<file path="config.mk">
export PLATFORM = sky130hd
export DESIGN_NAME = systolic_pe_acc_flat
export DESIGN_NICKNAME = d
export VERILOG_FILES = /design/src/rtl/systolic_pkg.sv /design/src/rtl/systolic_pe_acc_if.sv /design/src/rtl/pe_mac_sat.sv /design/src/rtl/systolic_pe_acc.sv /design/src/flat_wrapper.sv
export SDC_FILE = /design/constraint.sdc
export NUM_CORES = 1
export LEC_CHECK = 0
export CAP_MARGIN = 25
export CELL_PAD_IN_SITES_DETAIL_PLACEMENT = 1
export CELL_PAD_IN_SITES_GLOBAL_PLACEMENT = 2
export CORE_MARGIN = 3
export CORE_UTILIZATION = 34
export CTS_BUF_LIST = sky130_fd_sc_hd__clkbuf_8
export CTS_CLUSTER_DIAMETER = 50
export DETAILED_ROUTE_END_ITERATION = 8
export GPL_TIMING_DRIVEN = 0
export HOLD_SLACK_MARGIN = 0.03
export PLACE_DENSITY_LB_ADDON = 0.08
export SYNTH_ARGS = -nofsm -noshare
export SYNTH_HDL_FRONTEND = slang
export SYNTH_SLANG_ARGS = --single-unit
</file>
<file path="constraint.sdc">
create_clock -name clk -period 7.6 [get_ports clk]
set_input_delay 1.9 -clock clk [delete_from_list [all_inputs] [get_ports clk]]
set_output_delay 1.9 -clock clk [all_outputs]
set_load 0.01 [all_outputs]
</file>
<file path="src/rtl/systolic_pkg.sv">
// rtl/systolic_pkg.sv - shared PE state type and saturating adder
package systolic_pkg;

    typedef enum logic [1:0] {
        IDLE  = 2'd0,
        ACCUM = 2'd1,
        DRAIN = 2'd2
    } pe_state_t;

    // Operands are carried in a fixed wide container so one function serves every
    // accumulator width up to SAT_MAX_W-2 bits without the sum itself overflowing.
    localparam int SAT_MAX_W = 64;
    typedef logic [SAT_MAX_W-1:0] wide_t;

    // a and b must already be sign- or zero-extended to SAT_MAX_W bits.
    function automatic wide_t sat_add(
        input  wide_t a,
        input  wide_t b,
        input  int    w,
        input  bit    is_signed,
        input  bit    saturate,
        output bit    ovf
    );
        wide_t one;
        wide_t sum;
        wide_t umax;
        wide_t smax;
        wide_t smin;
        wide_t res;
        one  = wide_t'(1);
        sum  = a + b;
        umax = (one << w) - one;
        smax = (one << (w - 1)) - one;
        smin = ~smax;
        res  = sum;
        ovf  = 1'b0;
        if (is_signed) begin
            if ($signed(sum) > $signed(smax)) begin
                ovf = 1'b1;
                if (saturate) res = smax;
            end else if ($signed(sum) < $signed(smin)) begin
                ovf = 1'b1;
                if (saturate) res = smin;
            end
        end else if (sum > umax) begin
            ovf = 1'b1;
            if (saturate) res = umax;
        end
        return res;
    endfunction

endpackage

</file>
<file path="src/rtl/systolic_pe_acc_if.sv">
// rtl/systolic_pe_acc_if.sv - operand, drain and status bundle of one PE
interface systolic_pe_acc_if #(
    parameter int DATA_W = 8,
    parameter int ACC_W  = 24,
    parameter int CNT_W  = 8
);
    logic              clear;
    logic              in_valid;
    logic [DATA_W-1:0] in_data;
    logic [DATA_W-1:0] in_weight;
    logic              out_valid;
    logic [DATA_W-1:0] out_data;
    logic [DATA_W-1:0] out_weight;
    logic              drain_en;
    logic [ACC_W-1:0]  drain_in;
    logic              drain_in_valid;
    logic [ACC_W-1:0]  drain_out;
    logic              drain_out_valid;
    logic              ovf;
    logic [CNT_W-1:0]  mac_count;

    modport master (
        output clear, in_valid, in_data, in_weight,
        output drain_en, drain_in, drain_in_valid,
        input  out_valid, out_data, out_weight,
        input  drain_out, drain_out_valid, ovf, mac_count
    );

    modport slave (
        input  clear, in_valid, in_data, in_weight,
        input  drain_en, drain_in, drain_in_valid,
        output out_valid, out_data, out_weight,
        output drain_out, drain_out_valid, ovf, mac_count
    );
endinterface

</file>
<file path="src/rtl/pe_mac_sat.sv">
// rtl/pe_mac_sat.sv - combinational multiply, extend and saturating accumulate
module pe_mac_sat
    import systolic_pkg::*;
#(
    parameter int DATA_W   = 8,
    parameter int ACC_W    = 24,
    parameter int SIGNED   = 1,
    parameter int SATURATE = 1
) (
    input  logic [DATA_W-1:0] data_i,
    input  logic [DATA_W-1:0] weight_i,
    input  logic [ACC_W-1:0]  acc_i,
    output logic [ACC_W-1:0]  sum_o,
    output logic              ovf_o
);
    localparam bit SGN = (SIGNED != 0);
    localparam bit SAT = (SATURATE != 0);

    logic [2*DATA_W-1:0] data_ext;
    logic [2*DATA_W-1:0] weight_ext;
    logic [2*DATA_W-1:0] prod;
    wide_t               prod_wide;
    wide_t               acc_wide;
    wide_t               sum_wide;
    bit                  ovf_b;

    // Extending both operands to 2*DATA_W first makes the low half of an
    // unsigned multiply equal to the signed product as well.
    always_comb begin
        data_ext   = {{DATA_W{SGN & data_i[DATA_W-1]}}, data_i};
        weight_ext = {{DATA_W{SGN & weight_i[DATA_W-1]}}, weight_i};
        prod       = data_ext * weight_ext;
        prod_wide  = {{(SAT_MAX_W-2*DATA_W){SGN & prod[2*DATA_W-1]}}, prod};
        acc_wide   = {{(SAT_MAX_W-ACC_W){SGN & acc_i[ACC_W-1]}}, acc_i};
        ovf_b      = 1'b0;
        sum_wide   = sat_add(acc_wide, prod_wide, ACC_W, SGN, SAT, ovf_b);
        sum_o      = sum_wide[ACC_W-1:0];
        ovf_o      = ovf_b;
    end
endmodule

</file>
<file path="src/rtl/systolic_pe_acc.sv">
// rtl/systolic_pe_acc.sv - output-stationary PE with saturating MAC and drain chain
module systolic_pe_acc
    import systolic_pkg::*;
#(
    parameter int DATA_W   = 8,
    parameter int ACC_W    = 24,
    parameter int SIGNED   = 1,
    parameter int SATURATE = 1,
    parameter int CNT_W    = 8
) (
    input  logic                clk,
    input  logic                reset,
    systolic_pe_acc_if.slave    pe
);
    pe_state_t         state_q;
    logic              fwd_valid_q;
    logic [DATA_W-1:0] fwd_data_q;
    logic [DATA_W-1:0] fwd_weight_q;
    logic [ACC_W-1:0]  acc_q;
    logic [CNT_W-1:0]  cnt_q;
    logic              ovf_q;
    logic [ACC_W-1:0]  drain_q;
    logic              drain_valid_q;

    logic [ACC_W-1:0]  acc_in_d;
    logic [ACC_W-1:0]  sum_d;
    logic              mac_ovf_d;
    logic [CNT_W-1:0]  cnt_inc_d;

    // A clear restarts the tile, so a product taken in the same cycle starts from zero.
    assign acc_in_d  = (pe.clear || state_q != ACCUM) ? '0 : acc_q;
    assign cnt_inc_d = (cnt_q == '1) ? cnt_q : cnt_q + CNT_W'(1);

    pe_mac_sat #(
        .DATA_W   (DATA_W),
        .ACC_W    (ACC_W),
        .SIGNED   (SIGNED),
        .SATURATE (SATURATE)
    ) u_mac (
        .data_i   (pe.in_data),
        .weight_i (pe.in_weight),
        .acc_i    (acc_in_d),
        .sum_o    (sum_d),
        .ovf_o    (mac_ovf_d)
    );

    always_ff @(posedge clk) begin
        if (reset) begin
            state_q       <= IDLE;
            fwd_valid_q   <= 1'b0;
            fwd_data_q    <= '0;
            fwd_weight_q  <= '0;
            acc_q         <= '0;
            cnt_q         <= '0;
            ovf_q         <= 1'b0;
            drain_q       <= '0;
            drain_valid_q <= 1'b0;
        end else begin
            fwd_valid_q <= pe.in_valid;
            if (pe.in_valid) begin
                fwd_data_q   <= pe.in_data;
                fwd_weight_q <= pe.in_weight;
            end
            drain_valid_q <= 1'b0;

            if (pe.clear) begin
                if (pe.in_valid) begin
                    acc_q   <= sum_d;
                    cnt_q   <= CNT_W'(1);
                    ovf_q   <= mac_ovf_d;
                    state_q <= ACCUM;
                end else begin
                    acc_q   <= '0;
                    cnt_q   <= '0;
                    ovf_q   <= 1'b0;
                    state_q <= IDLE;
                end
            end else begin
                case (state_q)
                    IDLE: begin
                        if (pe.drain_en) begin
                            drain_q       <= acc_q;
                            drain_valid_q <= 1'b1;
                            state_q       <= DRAIN;
                        end else if (pe.in_valid) begin
                            acc_q   <= sum_d;
                            cnt_q   <= CNT_W'(1);
                            ovf_q   <= mac_ovf_d;
                            state_q <= ACCUM;
                        end
                    end
                    ACCUM: begin
                        if (pe.drain_en) begin
                            drain_q       <= acc_q;
                            drain_valid_q <= 1'b1;
                            state_q       <= DRAIN;
                        end else if (pe.in_valid) begin
                            acc_q <= sum_d;
                            cnt_q <= cnt_inc_d;
                            ovf_q <= ovf_q | mac_ovf_d;
                        end
                    end
                    DRAIN: begin
                        // After the entry edge this PE only relays results from above.
                        if (pe.drain_en) begin
                            drain_q       <= pe.drain_in;
                            drain_valid_q <= pe.drain_in_valid;
                        end else begin
                            acc_q   <= '0;
                            cnt_q   <= '0;
                            state_q <= IDLE;
                        end
                    end
                    default: state_q <= IDLE;
                endcase
            end
        end
    end

    assign pe.out_valid       = fwd_valid_q;
    assign pe.out_data        = fwd_data_q;
    assign pe.out_weight      = fwd_weight_q;
    assign pe.drain_out       = drain_q;
    assign pe.drain_out_valid = drain_valid_q;
    assign pe.ovf             = ovf_q;
    assign pe.mac_count       = cnt_q;
endmodule

</file>
<file path="src/flat_wrapper.sv">
// flat-port wrapper written by rule: the top's interface ports become plain ports
module systolic_pe_acc_flat import systolic_pkg::*;
#(
    parameter int DATA_W   = 8,
    parameter int ACC_W    = 24,
    parameter int SIGNED   = 1,
    parameter int SATURATE = 1,
    parameter int CNT_W    = 8
)
  (clk, reset, pe_clear, pe_in_valid, pe_in_data, pe_in_weight, pe_drain_en, pe_drain_in, pe_drain_in_valid, pe_out_valid, pe_out_data, pe_out_weight, pe_drain_out, pe_drain_out_valid, pe_ovf, pe_mac_count);
  systolic_pe_acc_if #(.DATA_W(DATA_W), .ACC_W(ACC_W), .CNT_W(CNT_W)) pe_i ();
  input  logic clk;
  input  logic reset;
  input wire logic [$bits(pe_i.clear)-1:0] pe_clear;
  input wire logic [$bits(pe_i.in_valid)-1:0] pe_in_valid;
  input wire logic [$bits(pe_i.in_data)-1:0] pe_in_data;
  input wire logic [$bits(pe_i.in_weight)-1:0] pe_in_weight;
  input wire logic [$bits(pe_i.drain_en)-1:0] pe_drain_en;
  input wire logic [$bits(pe_i.drain_in)-1:0] pe_drain_in;
  input wire logic [$bits(pe_i.drain_in_valid)-1:0] pe_drain_in_valid;
  output wire logic [$bits(pe_i.out_valid)-1:0] pe_out_valid;
  output wire logic [$bits(pe_i.out_data)-1:0] pe_out_data;
  output wire logic [$bits(pe_i.out_weight)-1:0] pe_out_weight;
  output wire logic [$bits(pe_i.drain_out)-1:0] pe_drain_out;
  output wire logic [$bits(pe_i.drain_out_valid)-1:0] pe_drain_out_valid;
  output wire logic [$bits(pe_i.ovf)-1:0] pe_ovf;
  output wire logic [$bits(pe_i.mac_count)-1:0] pe_mac_count;
  assign pe_i.clear = pe_clear;
  assign pe_i.in_valid = pe_in_valid;
  assign pe_i.in_data = pe_in_data;
  assign pe_i.in_weight = pe_in_weight;
  assign pe_i.drain_en = pe_drain_en;
  assign pe_i.drain_in = pe_drain_in;
  assign pe_i.drain_in_valid = pe_drain_in_valid;
  assign pe_out_valid = pe_i.out_valid;
  assign pe_out_data = pe_i.out_data;
  assign pe_out_weight = pe_i.out_weight;
  assign pe_drain_out = pe_i.drain_out;
  assign pe_drain_out_valid = pe_i.drain_out_valid;
  assign pe_ovf = pe_i.ovf;
  assign pe_mac_count = pe_i.mac_count;
  systolic_pe_acc #(.DATA_W(DATA_W), .ACC_W(ACC_W), .SIGNED(SIGNED), .SATURATE(SATURATE), .CNT_W(CNT_W)) u_core (.clk(clk), .reset(reset), .pe(pe_i));
endmodule
</file>
==> reports/results.ini <==
[clocking]
cts_max_path_buffers=2
clk_latency_ns=0.36
cts.clk_slew.worst_paths_ns=0.09
cts-hold-fix-buffers=0
cts_buffers=9
clk_root_buffer_cell=clkbuf_8
cts.htree.levels=3
cts_sinks=77
cts_tree=yes

[worst_setup_path]
crit_top_cell=fa_1
cp_top_family=adder cells
endpoint=u_core.acc_q[2]
rrSetupSlack_ns=1.16
worst-path-stages=17
setup.worst_path.start_class=input port
crit_buf_inv=3
setup.worst_path.start=pe_in_data[2]
worstSetupPathType=input port to flip-flop
end_kind=flip-flop
cp.arrival_ns=7.66
worstRegToRegCells=22
crit_required_ns=7.85
cpMaxStageDelayCell=clkdlybuf4s50_1
cp_max_fo=9
reg2reg_to=u_core.acc_q[2]
critPathMaxStageDelay_ns=0.72
reg2reg_from=u_core.state_q[1]
crit_chain=clkdlybuf4s50_1 -> nand2_1 -> fa_1 -> fa_1 -> inv_1 -> fa_1 -> fa_1 -> fa_1 -> ha_1 -> o211ai_1 -> a21o_1 -> a211o_1 -> and3_4 -> or3_1 -> buf_2 -> maj3_2 -> a22o_1

[cells_and_area]
insertedDiodeCount=0
fin_util=0.425
nets=1118
area_growth_pct=21.7
final_cell_mix=fa_1 (106), inv_1 (90), clkdlybuf4s50_1 (81), dfxtp_1 (77), nor2_1 (71)
fillers=2524
layout_commonest_cell=fa_1
drive_gt1_frac=0.0805
stdcell_count=1187
stdcell_area_um2=9360

[sta]
finClkSkew_ns=0.0129
hold_viol_final=0
final_max_slew_viol_count=0
post-route-period-util=0.975
clock.fmax_ghz=0.135
setup_viol=0
worst_pin_slew_ns=0.885
hold_ws_ns=0.498
period_needed_ns=7.41
relSlewSlack=0.402

[grt]
grt_pass1_wl_um=36800
grt_usage=0.191
gr-total-overflow=0
grt_max_degree=18
first_global_vias=6844
antenna_found_initial=0

[placement]
finalWeightedCongestion=0.792
io_buffers=91
post_dp_cell_area_um2=8950
hpwl_um=18700
place_inst=1152

[routing]
detail-route-antenna-nets=0
top_layer_used=met4
drc=0
wl_met2_um=11300
drt_wl_total_um=22400
wl_met1_um=10300
routedWlPerCell_um=18.9
via_count=6005
wl_met3_um=540
drtPass1Iterations=4
drtIter0Drc=181
vias_per_cell=5.06

[floorplanning]
fp.dieH_um=156
io-pin-count=97
die_width_um=156
initial_core_util=0.349
rows=54
coreArea_um2=22000
die_area_um2=24500

[yosys]
yosys_warnings=0
syn-mean-instance-area_um2=9.84
syn_area_um2=7690
syn-num-nets=996
synthCells=781
ys.flop_type=dfxtp_1
synth.distinct_cells=58
synth_edf_count=0
synth-seq-cells=77
async_reset_ff_frac=0
synth_seq_area_share=0.200

[outcome]
status=completed

[hold_path]
hp-class=flip-flop to flip-flop

[pwr]
p_leak_nw=4.18
power_density_nw_per_um2=396
ir_drop_mv=0.277
finalPower_w=0.00371

[flow_run]
drv_cap=0

sequential cells by signal, summed over array words and instances, names as in the netlist:
register	flops
u_core.acc_q	24
u_core.pe.drain_out	24
u_core.pe.drain_out_valid	1
u_core.pe.mac_count	8
u_core.pe.out_data	8
u_core.pe.out_valid	1
u_core.pe.out_weight	8
u_core.pe.ovf	1
u_core.state_q	2
through the flow:
| step | setup WS, ns | TNS [ns] |
|---|---|---|
| finish | 0.187 | 0 |
| global route | -0.00706 | -0.00706 |
| CTS | 0.0335 | 0 |
| detailed placement | -1.34 | -31.05 |
| global placement | -1.30 | -30.21 |
| floorplan | 0.275 | 0 |
power breakdown:
| group | total (W) | switching (W) | internal [W] | leakage [nW] |
|---|---|---|---|---|
| clock network | 0.000311 | 0.000161 | 0.000150 | 0.0927 |
| logic | 0.00286 | 0.00155 | 0.00131 | 3.46 |
| registers | 0.000535 | 0.0000572 | 0.000478 | 0.634 |
| total | 0.00371 | 0.00177 | 0.00194 | 4.18 |
cells in the mapped netlist (4+ instances only):
| cell type | count | area (um2) |
|---|---|---|
| xor2_1 | 14 | 123 |
| nor3_1 | 5 | 25.0 |
| a211oi_1 | 26 | 195 |
| a21oi_1 | 24 | 120 |
| clkbuf_1 | 20 | 75.1 |
| mux2i_1 | 46 | 460 |
| dfxtp_1 | 77 | 1540 |
| a22o_1 | 5 | 43.8 |
| a221o_1 | 17 | 170 |
| nor2_1 | 72 | 270 |
| nand2b_1 | 6 | 37.5 |
| ha_1 | 61 | 763 |
| nand3_1 | 5 | 25.0 |
| a21o_1 | 8 | 60.1 |
| buf_1 | 5 | 18.8 |
| maj3_2 | 5 | 56.3 |
| and3_1 | 6 | 37.5 |
| and2_1 | 56 | 350 |
| nand2_1 | 48 | 180 |
| inv_1 | 91 | 342 |
| nand4_1 | 4 | 25.0 |
| fa_1 | 108 | 2160 |
| xnor2_1 | 10 | 87.6 |
| o21ai_0 | 6 | 30.0 |
kinds of logic (layout without fill, tap and decap cells):
kind of cell,count (synthesis),count (layout),synth area share
muxes,46,46,0.0599
xor gates and xnor gates,26,26,0.0332
buffers and inverters,120,246,0.0599
and+or+nand+nor,216,216,0.139
DFF,77,77,0.200
adders and majority gates,175,175,0.389
AOI/OAI and AO/OA,121,121,0.118
layer usage:
layer	vias up	track usage
li1	2850	-
met1	3065	0.255
met2	73	0.337
met3	17	0.0218
met4	0	0.0379
met5	-	0
worst reg2reg max path: cells and delay by family (launching register included):
kind	cells	cell delay, ns
flip-flops	1	0.39
AND/OR/NAND/NOR	3	0.77
buffers and inverters	6	0.80
adder cells (fa/ha/maj)	8	3.28
AO/OA/AOI/OAI	5	1.09
how the worst min path moves through the flow:
stage	from	end	slack, ns	cells past startpoint
2_1_floorplan	u_core.acc_q[5]	u_core.acc_q[5]	0.45	2
3_3_place_gp	u_core.pe.out_data[2]	u_core.pe.out_data[2]	0.47	2
3_5_place_dp	u_core.pe.out_data[1]	u_core.pe.out_data[1]	0.49	2
4_1_cts	u_core.acc_q[5]	u_core.acc_q[5]	0.51	2
5_1_grt	u_core.pe.drain_out[20]	u_core.pe.drain_out[20]	0.53	2
6_report	u_core.acc_q[5]	u_core.acc_q[5]	0.50	2
area by class of cell:
type                            count  area, um2  area share
Sequential cell                    77       1540       0.165
Multi-Input combinational cell    584       5730       0.613
Inverter                           92        355      0.0380
Timing Repair Buffer              112       1070       0.114
Buffer                             27        116      0.0124
Clock inverter                      6       66.3     0.00709
Clock buffer                        9        124      0.0132
Tap cell                          280        350      0.0374
timing repair:
action                     4_1_cts  5_1_grt
resized for setup               23       18
setup buffers                    3       18
setup endpoints to repair       25       22
pin swaps                        1        5
No activity file was read; power rests on OpenSTA's default activity.
